===== config.mk =====
export PLATFORM = sky130hd
export DESIGN_NAME = ca_row_engine
export DESIGN_NICKNAME = d
export VERILOG_FILES = /design/src/rtl/ca_pkg.sv /design/src/rtl/ca_row_engine.sv
export SDC_FILE = /design/constraint.sdc
export NUM_CORES = 1
export LEC_CHECK = 0
export ABC_AREA = 1
export CAP_MARGIN = 5
export CORE_ASPECT_RATIO = 1.75
export CORE_MARGIN = 2
export CORE_UTILIZATION = 35
export DETAILED_ROUTE_END_ITERATION = 10
export PLACE_DENSITY_LB_ADDON = 0.25
export SLEW_MARGIN = 10
export SYNTH_ARGS = -nofsm -noshare
export SYNTH_HDL_FRONTEND = slang
export SYNTH_SLANG_ARGS = --single-unit

===== constraint.sdc =====
create_clock -name clk -period 6.93 [get_ports clk]
set_clock_uncertainty 0.05 [all_clocks]
set_input_delay 0.693 -clock clk [delete_from_list [all_inputs] [get_ports clk]]
set_output_delay 0.693 -clock clk [all_outputs]
set_load 0.02 [all_outputs]

===== src/rtl/ca_pkg.sv =====
// ---------------------------------------------------------------------------
// ca_pkg
// Shared definitions for the elementary cellular-automaton row engine.
//   CA_CELLS_DEFAULT  default ring length (cells per displayed row)
//   CA_GEN_W_DEFAULT  default width of the generation counter
//   state_t           engine states: IDLE, ALIGN, COMPUTE
//   rule_lookup()     Wolfram rule evaluation for one (L, C, R) neighbourhood
// ---------------------------------------------------------------------------
package ca_pkg;

    localparam int CA_CELLS_DEFAULT = 160;
    localparam int CA_GEN_W_DEFAULT = 16;

    typedef enum logic [1:0] {
        IDLE    = 2'd0,
        ALIGN   = 2'd1,
        COMPUTE = 2'd2
    } state_t;

    // The neighbourhood {L,C,R} read as a 3-bit number selects one bit of
    // the rule byte; that bit is the cell's next value.
    function automatic logic rule_lookup(input logic [7:0] rule,
                                         input logic       l,
                                         input logic       c,
                                         input logic       r);
        return rule[{l, c, r}];
    endfunction

endpackage


===== src/rtl/ca_row_engine.sv =====
// ---------------------------------------------------------------------------
// ca_row_engine
// Serial 1-D elementary cellular-automaton row engine. One generation lives
// in a CELLS-bit ring that is rotated one cell at a time: the pixel path
// reads ring[0] while rotating during active video, and during hblank the
// engine rotates the ring once around, replacing each cell with its successor.
//
// Ports
//   clk        pixel clock, all logic on the rising edge
//   reset      asynchronous active-high reset
//   rule       Wolfram rule number, used on every COMPUTE cycle
//   seed_load  reload the single-centre seed and abandon any work in progress
//   step       request computation of the next generation
//   pix_adv    advance the display read by one cell (IDLE only)
//   cell_out   current display cell, ring[0]
//   busy       high while aligning or computing
//   done       one-cycle pulse after the last computed cell
//   gen_count  generations computed since the last seed, wraps
// ---------------------------------------------------------------------------
module ca_row_engine
    import ca_pkg::*;
#(
    parameter int CELLS = CA_CELLS_DEFAULT,
    parameter int GEN_W = CA_GEN_W_DEFAULT
) (
    input  logic             clk,
    input  logic             reset,
    input  logic [7:0]       rule,
    input  logic             seed_load,
    input  logic             step,
    input  logic             pix_adv,
    output logic             cell_out,
    output logic             busy,
    output logic             done,
    output logic [GEN_W-1:0] gen_count
);

    localparam int               PW       = $clog2(CELLS);
    localparam logic [PW-1:0]    LAST_IDX = PW'(CELLS - 1);
    localparam logic [CELLS-1:0] SEED     = {{(CELLS/2 - 1){1'b0}}, 1'b1, {(CELLS/2){1'b0}}};

    state_t           r_state;
    state_t           w_next_state;
    logic [CELLS-1:0] r_ring;
    logic [PW-1:0]    r_pos;
    logic [PW-1:0]    r_idx;
    logic             r_prev;
    logic             r_first0;
    logic             r_done;
    logic [GEN_W-1:0] r_gen;

    logic             w_rotate;
    logic             w_in_bit;
    logic [PW-1:0]    w_pos_next;
    logic             w_last;
    logic             w_left;
    logic             w_right;
    logic             w_new_bit;

    // Rotation offset after one more rotation, wrapping at the ring length
    // (CELLS need not be a power of two).
    assign w_pos_next = (r_pos == LAST_IDX) ? '0 : r_pos + 1'b1;

    assign w_last = (r_state == COMPUTE) && (r_idx == LAST_IDX);

    // Neighbourhood of the cell currently in ring[0]. On the first cycle the
    // left neighbour is still untouched at ring[CELLS-1]; afterwards it has
    // already been overwritten, so the saved old value is used. On the last
    // cycle ring[1] already holds the new cell 0, so the saved old cell 0
    // closes the torus instead.
    assign w_left    = (r_idx == '0) ? r_ring[CELLS-1] : r_prev;
    assign w_right   = (r_idx == LAST_IDX) ? r_first0 : r_ring[1];
    assign w_new_bit = rule_lookup(rule, w_left, r_ring[0], w_right);

    // State register.
    always_ff @(posedge clk or posedge reset) begin
        if (reset) begin
            r_state <= IDLE;
        end else begin
            r_state <= w_next_state;
        end
    end

    // Next-state and rotation control. A step always wins over pix_adv, and
    // the ring only advances while aligning or computing once busy; seed_load
    // overrides everything.
    always_comb begin
        w_next_state = r_state;
        w_rotate     = 1'b0;
        w_in_bit     = r_ring[0];
        unique case (r_state)
            IDLE: begin
                if (step) begin
                    w_next_state = (r_pos == '0) ? COMPUTE : ALIGN;
                end else if (pix_adv) begin
                    w_rotate = 1'b1;
                end
            end
            ALIGN: begin
                w_rotate = 1'b1;
                if (w_pos_next == '0) begin
                    w_next_state = COMPUTE;
                end
            end
            COMPUTE: begin
                w_rotate = 1'b1;
                w_in_bit = w_new_bit;
                if (w_last) begin
                    w_next_state = IDLE;
                end
            end
            default: begin
                w_next_state = IDLE;
            end
        endcase
        if (seed_load) begin
            w_next_state = IDLE;
            w_rotate     = 1'b0;
        end
    end

    // Ring, offset, cell index and generation bookkeeping. done and the
    // generation increment land on the same edge, right after the last cell.
    always_ff @(posedge clk or posedge reset) begin
        if (reset) begin
            r_ring   <= SEED;
            r_pos    <= '0;
            r_idx    <= '0;
            r_prev   <= 1'b0;
            r_first0 <= 1'b0;
            r_done   <= 1'b0;
            r_gen    <= '0;
        end else if (seed_load) begin
            r_ring   <= SEED;
            r_pos    <= '0;
            r_idx    <= '0;
            r_prev   <= 1'b0;
            r_first0 <= 1'b0;
            r_done   <= 1'b0;
            r_gen    <= '0;
        end else begin
            r_done <= w_last;
            if (w_last) begin
                r_gen <= r_gen + 1'b1;
            end
            if (w_rotate) begin
                r_ring <= {w_in_bit, r_ring[CELLS-1:1]};
                r_pos  <= w_pos_next;
            end
            if (r_state == COMPUTE) begin
                r_prev <= r_ring[0];
                if (r_idx == '0) begin
                    r_first0 <= r_ring[0];
                end
                r_idx <= w_last ? '0 : r_idx + 1'b1;
            end
        end
    end

    assign cell_out  = r_ring[0];
    assign busy      = (r_state != IDLE);
    assign done      = r_done;
    assign gen_count = r_gen;

endmodule


==> key figures, run 1 <==
Run status
  • Status: completed

Yosys
  • Predominant post-synthesis flop cell: dfrtp_1
  • Synth area leaders: dfrtp_1 (59%), o22ai_1 (13%), inv_1 (9.4%)
  • Ys async rst share: 1.000
  • Synthesized flop and latch total: 197
  • Post-synth EDFFs: 0
  • Top cell type by total area after synthesis: dfrtp_1
  • Sequential share of the synthesized area: 0.5978
  • Synthesized area: 0.008249 mm2
  • Synth unique cells: 40
  • Ys Warns: 0
  • Post-synthesis cell count: between 800 and 900
  • Synth top area share: 0.5946
  • Syn_nets: roughly 850
  • Syn Area/Cell: 10.04 um2

STA
  • Achievable Freq: 0.3164 GHz
  • Slew Limit Fails: 0
  • Crit share post-route: 0.4560
  • Final Hold Fails: 0
  • Final setup viols: 0
  • Setup TNS: 0 ps
  • Worst-margin pin slew: 1030 ps
  • Tmin final: 3160 ps
  • Relative slew margins: 0.3130
  • RSZ-0062 raised after global routing: false

Power and ir drop
  • Clock power frac: 0.353
  • Switching share of power: 0.3159
  • Internal: 1.841 mW
  • Sequential share of power: 0.446
  • PwrDens: 291.5 mW/mm2
  • Logic pwr share: 0.201
  • Total design power: 2.690 mW
  • Worst vdd ir: 0.0001735 V
  • Static Leakage: 4.004 nW
  • P_sw: 0.8500 mW

Critical path
  • Critical path class: in -> reg
  • Critical path peak fanout: between 90 and 100
  • Critical path launch point type: primary input
  • Worst Reg2Reg Path Length in Cells: 10
  • Crit path from: seed_load
  • Flop-to-flop setup slack: 3930 ps
  • Req. time, crit path: ~7100 ps
  • RR Startpoint: r_state[0]$_DFFE_PP0P_
  • CP arrival: between 3000 and 4000 ps
  • CP Capture Type: flip-flop

Drt
  • Post-route DRC: 0
  • Via density: about 4.7
  • Total Wirelength: 15.20 mm
  • Initial drt markers: ~320
  • Drt first pass iters: 4
  • DR WL met3: 404 um
  • DR vias: 5456
  • Routed len/inst: ~13 um
  • DR WL met2: 7.757 mm
  • Highest routed layer: met4
  • DRT met1 WL: between 6 and 7 mm
  • Post-DRT Antenna Nets: 0

Placed design
  • Placed cells: 1123
  • DP HPWL: 9.427 mm
  • Number of port buffers: 31
  • Gpl congestion: 0.7850

Global routing
  • Largest net degree at the start of global routing: 127
  • GR Overflow Total: 0
  • Initial antenna violation count: 0
  • First-pass GRT wire length: 26.57 mm
  • Vias in the first global route: 5662
  • Total track usage: 0.1315

Clocking
  • CTS tree: built
  • CTS root buf: clkbuf_16
  • CTS Buf Count: 17
  • Clock tree buffer depth: 2
  • Post-CTS Setup Repair Bufs: 0
  • H-tree depth: 4
  • Clock-pin transition on the worst setup and hold timing paths: 60 ps
  • Clock Sinks: 197
  • Worst skew pair latency: 430 ps
  • Hold Buf Count CTS: 0
  • Post-cts repair resize count: 0

Finish
  • Antenna cells: 0
  • Nets: 861
  • Fill count: between 2000 and 2500
  • Area growth syn-to-layout: 11.88%
  • Share of layout cells above drive strength 1: 0.06824
  • Post-Layout Cell Count: between 1000 and 1500

Job
  • Max Cap Violations: 0

Hold path
  • Worst Hold Depth: 1
  • Min-delay src: gen_count[15]$_DFFE_PP0P_
  • Worst hold path type: reg -> reg

Floorplanning
  • Die Span X: roughly 120 um
  • Num ports: 32
  • Floorplan die height: 207.1 um
  • Die footprint: ~0.025 mm2
  • Core area: 0.02324 mm2
  • Initial cell density of the core: 0.3550
  • Row cnt: 74
==> final timing paths <==
kind	end
hold reg to reg	gen_count[15]$_DFFE_PP0P_
hold / removal	gen_count[15]$_DFFE_PP0P_
min in group asynchronous	r_ring[20]$_DFFE_PP0P_
max in group asynchronous	r_ring[129]$_DFFE_PP0P_
setup / recovery	r_ring[64]$_DFFE_PP0P_
setup reg to reg	r_ring[64]$_DFFE_PP0P_
==> cells in the final DEF, fill, tap and decap left out, drive strengths merged, types with 3 or more instances in the layout <==
master,n
a21oi,10
buf,3
clkbuf,22
clkdlybuf4s50,31
clkinv,6
dfrtp,196
ha,10
inv,216
nand2,67
nand3,31
nand4,7
nor2,29
nor3,8
nor3b,3
o21ai,19
o22ai,167
xnor2,3
xor2,6
==> metal layers <==
metal,vias up,global-route usage
met3,28,0.03249
met1,2632,0.1547
li1,2720,-
met4,0,0.06694
met2,76,0.2208
met5,-,0
==> critical path, stage by stage <==
cell and delay, ps:
clkdlybuf4s50_1 870, nor2_2 180, inv_4 680, buf_4 710, o22ai_1 170
==> cell families (layout without fill, tap and decap cells) <==
logic type / count (synthesis) / after routing / synth area share
adders and majority gates: 10 / 10 / 0.01517
AOI/OAI and AO/OA: 203 / 203 / 0.1512
buffers and inverters: 253 / 281 / 0.1359
DFF: 197 / 197 / 0.5978
xor gates and xnor gates: 9 / 9 / 0.009556
and+or+nand+nor: 150 / 150 / 0.09040
==> cells in the mapped netlist (all sizes together) (2+ instances only) <==
| master | n |
|---|---|
| nor3b | 3 |
| nor3 | 8 |
| inv | 216 |
| dfrtp | 196 |
| ha | 10 |
| nor4 | 2 |
| o21a | 2 |
| o21ai | 19 |
| buf | 36 |
| o22ai | 167 |
| nand4 | 7 |
| nand3b | 2 |
| nand2 | 67 |
| a21oi | 10 |
| nand3 | 31 |
| xnor2 | 3 |
| nor2 | 29 |
| xor2 | 6 |
==> sequential cells by signal, summed over array words and instances (netlist names) <==
register,flops
r_first0,1
r_pos,8
done,1
r_ring,160
r_state,2
r_idx,8
r_prev,1
gen_count,16
==> power by group through the flow <==
stage               sequential [mW]  clock, mW  combinational [mW]
finish                         1.20      0.949               0.542
global route                   1.20       1.03               0.607
CTS                            1.20      0.983               0.548
detailed placement             1.22          0               0.547
global placement               1.22          0               0.547
floorplan                      1.22          0               0.539
==> stage by stage <==
| step | instance area (um2) | setup slack, ps | util | hold slack [ps] |
|---|---|---|---|---|
| CTS | 9229 | 3762 | 0.3971 | 430.5 |
| global placement | 8670 | 3340 | 0.3730 | 413.8 |
| floorplan | 8249 | 819.7 | - | 415.6 |
| finish | 9229 | 3770 | 0.3971 | 422.7 |
| detailed placement | 8670 | 3296 | 0.3730 | 417.6 |
| global route | 9229 | 3586 | 0.3971 | 447.4 |
==> cell type report <==
type / instances / area [um2] / area share
Clock inverter: 9 / 105.1 / 0.01139
Inverter: 216 / 828.3 / 0.08975
Clock buffer: 22 / 454.2 / 0.04921
Tap cell: 304 / 380.4 / 0.04121
Multi-Input combinational cell: 372 / 2197 / 0.2381
Timing Repair Buffer: 34 / 332.8 / 0.03606
Sequential cell: 197 / 4931 / 0.5343
(Power assumes the default switching activity.)
==> run 2: changes to the inputs <==
clock period = 2.99 ns   (was 6.93 ns; I/O delays follow)
==> run 2 against run 1 <==
  * Sequential share of layout area fell by 0.95 points
  * Via count up 2.1%
  * Setup slack got worse by 2900 ps
  * Design area rose by 1.8%
  * Worst hold slack worse by 220 ps
  * Count of clock-buffer cells in the layout fell by 4
  * Largest cell class unchanged
==> key figures, run 2 (synthesized netlist as in run 1, its figures left out) <==
Run status
  • Status: completed (unchanged)

STA
  • Achievable Freq: 0.4634 GHz
  • Setup TNS: 0 ps (unchanged)
  • Worst-margin pin slew: 539.0 ps (was 1030 ps)
  • Final Hold Fails: 0 (unchanged)
  • RSZ-0062 raised after global routing: false (unchanged)
  • Slew Limit Fails: 0 (unchanged)
  • Worst hold margin: 206.3 ps (was 422.7 ps)
  • Crit share post-route: 0.7217
  • Tmin final: 2158 ps
  • Relative slew margins: 0.6399 (was 0.3130)
  • Final setup viols: 0 (unchanged)

Global routing
  • Vias in the first global route: 5813 (was 5662)
  • GR Overflow Total: 0 (unchanged)
  • Largest net degree at the start of global routing: 65 (was 127)
  • Initial antenna violation count: 0 (unchanged)
  • Total track usage: 0.1317 (was 0.1315)
  • First-pass GRT wire length: 26.98 mm (was 26.57 mm)

Critical path
  • RR Startpoint: r_state[0]$_DFFE_PP0P_ (unchanged)
  • Critical path class: reg -> reg (was in -> reg)
  • R2r endpoint: r_ring[84]$_DFFE_PP0P_ (was r_ring[64]$_DFFE_PP0P_)
  • Critical path peak fanout: 46 (was 95)
  • CP Capture Type: flip-flop (unchanged)
  • Req. time, crit path: 3240 ps (was 7140 ps)
  • Critical path launch point type: flip-flop (was primary input)
  • Flop-to-flop setup slack: 830 ps (was 3930 ps)
  • Worst Reg2Reg Path Length in Cells: 9 (was 10)
  • CP arrival: 2410 ps (was 3370 ps)
  • Worst Setup EP: r_ring[84]$_DFFE_PP0P_ (was r_ring[64]$_DFFE_PP0P_)
  • Crit path from: r_state[0]$_DFFE_PP0P_ (was seed_load)

Drt
  • Total Wirelength: 15.09 mm (was 15.20 mm)
  • DR vias: 5573 (was 5456)
  • Post-route DRC: 0 (unchanged)
  • Routed len/inst: 12.93 um (was 13.17 um)
  • Drt first pass iters: 6 (was 4)
  • Via density: 4.775 (was 4.728)
  • Initial drt markers: 300 (was 315)
  • Post-DRT Antenna Nets: 0 (unchanged)

Power and ir drop
  • Worst vdd ir: 0.0004232 V (was 0.0001735 V)
  • Total design power: 6.366 mW (was 2.690 mW)
  • PwrDens: 677.5 mW/mm2 (was 291.5 mW/mm2)
  • Static Leakage: 4.080 nW (was 4.004 nW)

Floorplanning
  • Die Span X: 120.1 um (unchanged)
  • Initial cell density of the core: 0.3550 (unchanged)
  • Floorplan die height: 207.1 um (unchanged)
  • Core area: 0.02324 mm2 (unchanged)
  • Num ports: 32 (unchanged)
  • Row cnt: 74 (unchanged)
  • Die footprint: 0.02486 mm2 (unchanged)

Hold path
  • Worst hold path type: in -> async (was reg -> reg)

Clocking
  • Clock tree buffer depth: 2 (unchanged)
  • Post-cts repair resize count: 0 (unchanged)
  • Hold Buf Count CTS: 0 (unchanged)
  • CTS Buf Count: 17 (unchanged)
  • H-tree depth: 4 (unchanged)
  • CTS tree: built (unchanged)
  • Worst skew pair latency: 440 ps (was 430 ps)
  • Clock-pin transition on the worst setup and hold timing paths: 70 ps (was 60 ps)
  • Clock Sinks: 197 (unchanged)
  • Post-CTS Setup Repair Bufs: 0 (unchanged)
  • CTS root buf: clkbuf_16 (unchanged)

Finish
  • Most frequent cells in the layout: inv_1 (205), dfrtp_1 (196), o22ai_1 (167) (unchanged)
  • Share of layout cells above drive strength 1: 0.08575 (was 0.06824)
  • Most common cell after layout, fill and taps aside: inv_1 (unchanged)
  • Fill count: 2284 (was 2314)
  • Nets: 873 (was 861)
  • Max reg flops: 160 (unchanged)
  • Area growth syn-to-layout: 13.91% (was 11.88%)
  • Biggest register: r_ring (unchanged)
  • Antenna cells: 0 (unchanged)

Placed design
  • Number of port buffers: 31 (unchanged)
  • DP HPWL: 10.16 mm (was 9.427 mm)
  • Gpl congestion: 0.7517 (was 0.7850)

Job
  • Max Cap Violations: 0 (unchanged)
## run 2: cell types whose count changed in the layout (fill, tap and decap cells not counted), moves of 2 or more
cell / change
buf_4: +6
clkinvlp_4: +3
clkbuf_1: -3
inv_6: +4
clkinv_2: -4
inv_8: +3
bufinv_16: -2
buf_12: +6
## run 2: worst max-delay path: stages (launching register included)
cell     delay [ps]
dfrtp_1         400
inv_1            90
ha_1            280
a31o_1          100
inv_1            50
nor2_2          120
nor2_2           90
inv_4           390
buf_4           330
o22ai_1         110
## run 2: how the worst min path moves through the flow
stage                                            to  slack (ps)                 startpoint  cells after the start
after detailed placement  gen_count[15]$_DFFE_PP0P_         420  gen_count[15]$_DFFE_PP0P_                      1
after floorplan             r_ring[159]$_DFFE_PP0P_         410                  seed_load                      3
final                       r_ring[147]$_DFFE_PP0P_         210                      reset                      2
after global routing        r_ring[136]$_DFFE_PP0P_         240                      reset                      2
after CTS                   r_ring[138]$_DFFE_PP0P_         210                      reset                      2
after global placement    gen_count[15]$_DFFE_PP0P_         430  gen_count[15]$_DFFE_PP0P_                      1
## run 2: cell type report
type	count	area, um2	area share
Timing Repair Buffer	46	498.0	0.05300
Inverter	216	824.5	0.08775
Tap cell	304	380.4	0.04048
Multi-Input combinational cell	372	2197	0.2338
Clock inverter	14	136.4	0.01451
Clock buffer	18	429.2	0.04567
Sequential cell	197	4931	0.5248
## run 2: layer usage
| layer | wire length (um) | GRT usage | vias up |
|---|---|---|---|
| li1 | - | - | 2756 |
| met1 | 6518 | 0.1546 | 2728 |
| met2 | 7895 | 0.2330 | 70 |
| met3 | 384 | 0.02450 | 19 |
| met4 | 288 | 0.05477 | 0 |
| met5 | 0 | 0 | - |
## run 2: stage by stage
| step | worst slack, ps | instances | area (um2) | utilization |
|---|---|---|---|---|
| detailed placement | 731.6 | 1135 | 8831 | 0.3800 |
| global route | 620.5 | 1167 | 9397 | 0.4043 |
| global placement | 738.1 | 1135 | 8831 | 0.3800 |
| floorplan | 95.44 | 822 | 8253 | - |
| finish | 832.2 | 1167 | 9397 | 0.4043 |
| CTS | 800.9 | 1167 | 9397 | 0.4043 |
## run 2: power breakdown
part | internal [mW] | switching [mW]
clock network | 1.11 | 1.07
registers | 2.73 | 0.0452
logic | 0.418 | 0.994
==> run 3: changes to the inputs <==
clock period = 2.1 ns   (was 2.99 ns; I/O delays follow)
==> run 3 against run 2 <==
  * Wire length is 0.57% higher
  * Count of clock-buffer cells in the layout down 1
  * Global-route usage fell by 0.25 points
  * Total power is 48% higher
  * Setup slack got worse by 570 ps
  * Critical path depth increased by 1
  * Utilization grew 0.68 points
  * Register-to-register slack worse by 570 ps
==> key figures, run 3 (synthesized netlist as in run 1, its figures left out) <==
Run status
  • Status: completed (unchanged)

Power and ir drop
  • Worst vdd ir: 0.0006962 V (was 0.0004232 V)
  • Static Leakage: 4.171 nW (was 4.080 nW)
  • PwrDens: 987.2 mW/mm2 (was 677.5 mW/mm2)
  • Switching share of power: 0.3262 (was 0.3315)
  • Sequential share of power: 0.419 (was 0.436)
  • Logic pwr share: 0.239 (was 0.222)
  • Internal: 6.354 mW (was 4.256 mW)
  • P_sw: 3.077 mW (was 2.110 mW)
  • Clock power frac: 0.342 (about the same)

STA
  • Achievable Freq: 0.5453 GHz (was 0.4634 GHz)
  • Final setup viols: 0 (unchanged)
  • RSZ-0062 raised after global routing: false (unchanged)
  • Final worst slack: 266.1 ps (was 832.2 ps)
  • Crit share post-route: 0.8733 (was 0.7217)
  • Slew Limit Fails: 0 (unchanged)
  • Worst-margin pin slew: 485.1 ps (was 539.0 ps)
  • Relative slew margins: 0.6766 (was 0.6399)
  • Setup TNS: 0 ps (unchanged)
  • Tmin final: 1834 ps (was 2158 ps)
  • Final Hold Fails: 0 (unchanged)

Floorplanning
  • Core area: 0.02324 mm2 (unchanged)
  • Die Span X: 120.1 um (unchanged)
  • Row cnt: 74 (unchanged)
  • Num ports: 32 (unchanged)
  • Initial cell density of the core: 0.3550 (unchanged)
  • Die footprint: 0.02486 mm2 (unchanged)
  • Floorplan die height: 207.1 um (unchanged)

Critical path
  • RR Startpoint: r_state[0]$_DFFE_PP0P_ (unchanged)
  • Critical path class: reg -> reg (unchanged)
  • CP Capture Type: flip-flop (unchanged)
  • Critical path launch point type: flip-flop (unchanged)
  • Flop-to-flop setup slack: 270 ps (was 830 ps)
  • CP arrival: 2090 ps (was 2410 ps)
  • R2r endpoint: r_ring[20]$_DFFE_PP0P_ (was r_ring[84]$_DFFE_PP0P_)
  • Worst Reg2Reg Path Length in Cells: 10 (was 9)
  • Critical path peak fanout: 45 (was 46)
  • Req. time, crit path: 2360 ps (was 3240 ps)

Placed design
  • Number of port buffers: 31 (unchanged)
  • Gpl congestion: 0.8090 (was 0.7517)
  • DP HPWL: 9.983 mm (was 10.16 mm)
  • Post-Place Worst Slack: 226.3 ps (was 731.6 ps)

Global routing
  • Initial antenna violation count: 0 (unchanged)
  • Vias in the first global route: 5553 (was 5813)
  • Total track usage: 0.1292 (was 0.1317)
  • First-pass GRT wire length: 26.41 mm (was 26.98 mm)
  • Largest net degree at the start of global routing: 90 (was 65)
  • GR Overflow Total: 0 (unchanged)

Clocking
  • CTS tree: built (unchanged)
  • CTS root buf: clkbuf_16 (unchanged)
  • Clock tree buffer depth: 2 (unchanged)
  • H-tree depth: 4 (unchanged)
  • Clock-pin transition on the worst setup and hold timing paths: 70 ps (about the same)
  • Clock Sinks: 197 (unchanged)
  • Worst skew pair latency: 430 ps (was 440 ps)
  • CTS Buf Count: 17 (unchanged)

Finish
  • Area growth syn-to-layout: 15.82% (was 13.91%)
  • Share of layout cells above drive strength 1: 0.09414 (was 0.08575)
  • Most frequent cells in the layout: inv_1 (205), dfrtp_1 (196), o22ai_1 (167) (unchanged)
  • Antenna cells: 0 (unchanged)
  • Max reg flops: 160 (unchanged)
  • Nets: 881 (was 873)
  • Biggest register: r_ring (unchanged)
  • Most common cell after layout, fill and taps aside: inv_1 (unchanged)

Hold path
  • Worst Hold Depth: 1
  • End point of the worst hold path: gen_count[15]$_DFFE_PP0P_
  • Worst hold path type: reg -> reg (was in -> async)
  • Min-delay src: gen_count[15]$_DFFE_PP0P_

Drt
  • DR vias: 5591 (was 5573)
  • Routed len/inst: 12.91 um (was 12.93 um)
  • Drt first pass iters: 4 (was 6)
  • Post-DRT Antenna Nets: 0 (unchanged)
  • Via density: 4.758 (was 4.775)
  • Post-route DRC: 0 (unchanged)
  • Initial drt markers: 371 (was 300)
  • Total Wirelength: 15.17 mm (was 15.09 mm)

Job
  • Max Cap Violations: 0 (unchanged)
[run 3: final cells by class]
type | count | area (um2)
clock buffer | 17 | 425.4
multi-input combinational | 372 | 2197
tap | 304 | 380.4
fill | 2232 | 13690
clock inverter | 15 | 161.4
inverter | 216 | 824.5
sequential | 197 | 4931
timing repair buffer | 54 | 634.4
[run 3: worst max path at each step]
stage | startpoint | end | slack, ps | cells past startpoint
5_1_grt | r_pos[0]$_DFFE_PP0P_ | r_state[1]$_DFFE_PP0P_ | 100 | 10
6_report | r_state[0]$_DFFE_PP0P_ | r_ring[20]$_DFFE_PP0P_ | 270 | 10
3_5_place_dp | step | r_ring[11]$_DFFE_PP0P_ | 230 | 10
2_1_floorplan | reset | done$_DFF_PP0_ | -710 | 1
4_1_cts | r_state[0]$_DFFE_PP0P_ | r_ring[20]$_DFFE_PP0P_ | 240 | 10
3_3_place_gp | step | r_ring[27]$_DFFE_PP0P_ | 230 | 10
[run 3: timing repair]
action | 4_1_cts | 5_1_grt
endpoints found under the setup margin | 1 | 0
hold buffers | 1 | 0
setup buffers | 0 | 0
hold endpoints to repair | 1 | 0
gates resized for setup | 1 | 0
[run 3: through the flow]
step / instances / area [um2] / power, mW / hold slack, ps / util
global placement: 1142 / 8959 / 6.308 / 410.1 / 0.3855
finish: 1175 / 9554 / 9.431 / 422.7 / 0.4111
global route: 1175 / 9554 / 9.954 / 458.6 / 0.4111
CTS: 1175 / 9554 / 9.571 / 428.1 / 0.4111
detailed placement: 1142 / 8959 / 6.305 / 412.3 / 0.3855
floorplan: 822 / 8253 / 5.794 / 325.8 / -
[run 3: per-layer routing]
layer,GRT usage,wire [um],up-vias
met5,0,0,-
met4,0.06126,418,0
met3,0.02974,417,21
met2,0.2110,7622,71
met1,0.1607,6714,2726
li1,-,-,2773
[run 3: power groups by stage]
stage	Sequential (mW)	Clock, mW	Combinational (mW)
finish	3.96	3.23	2.25
global route	3.97	3.50	2.48
CTS	3.95	3.35	2.27
detailed placement	4.03	0	2.27
global placement	4.03	0	2.28
floorplan	4.02	0	1.78
[run 3: critical path, cell delays in order (launching register included)]
cell and delay, ps:
dfrtp_1 400, inv_1 80, ha_1 290, a31o_1 180, inv_1 60, nor2_2 50, inv_2 60, nor2_4 40
inv_4 150, buf_12 240, o22ai_1 100
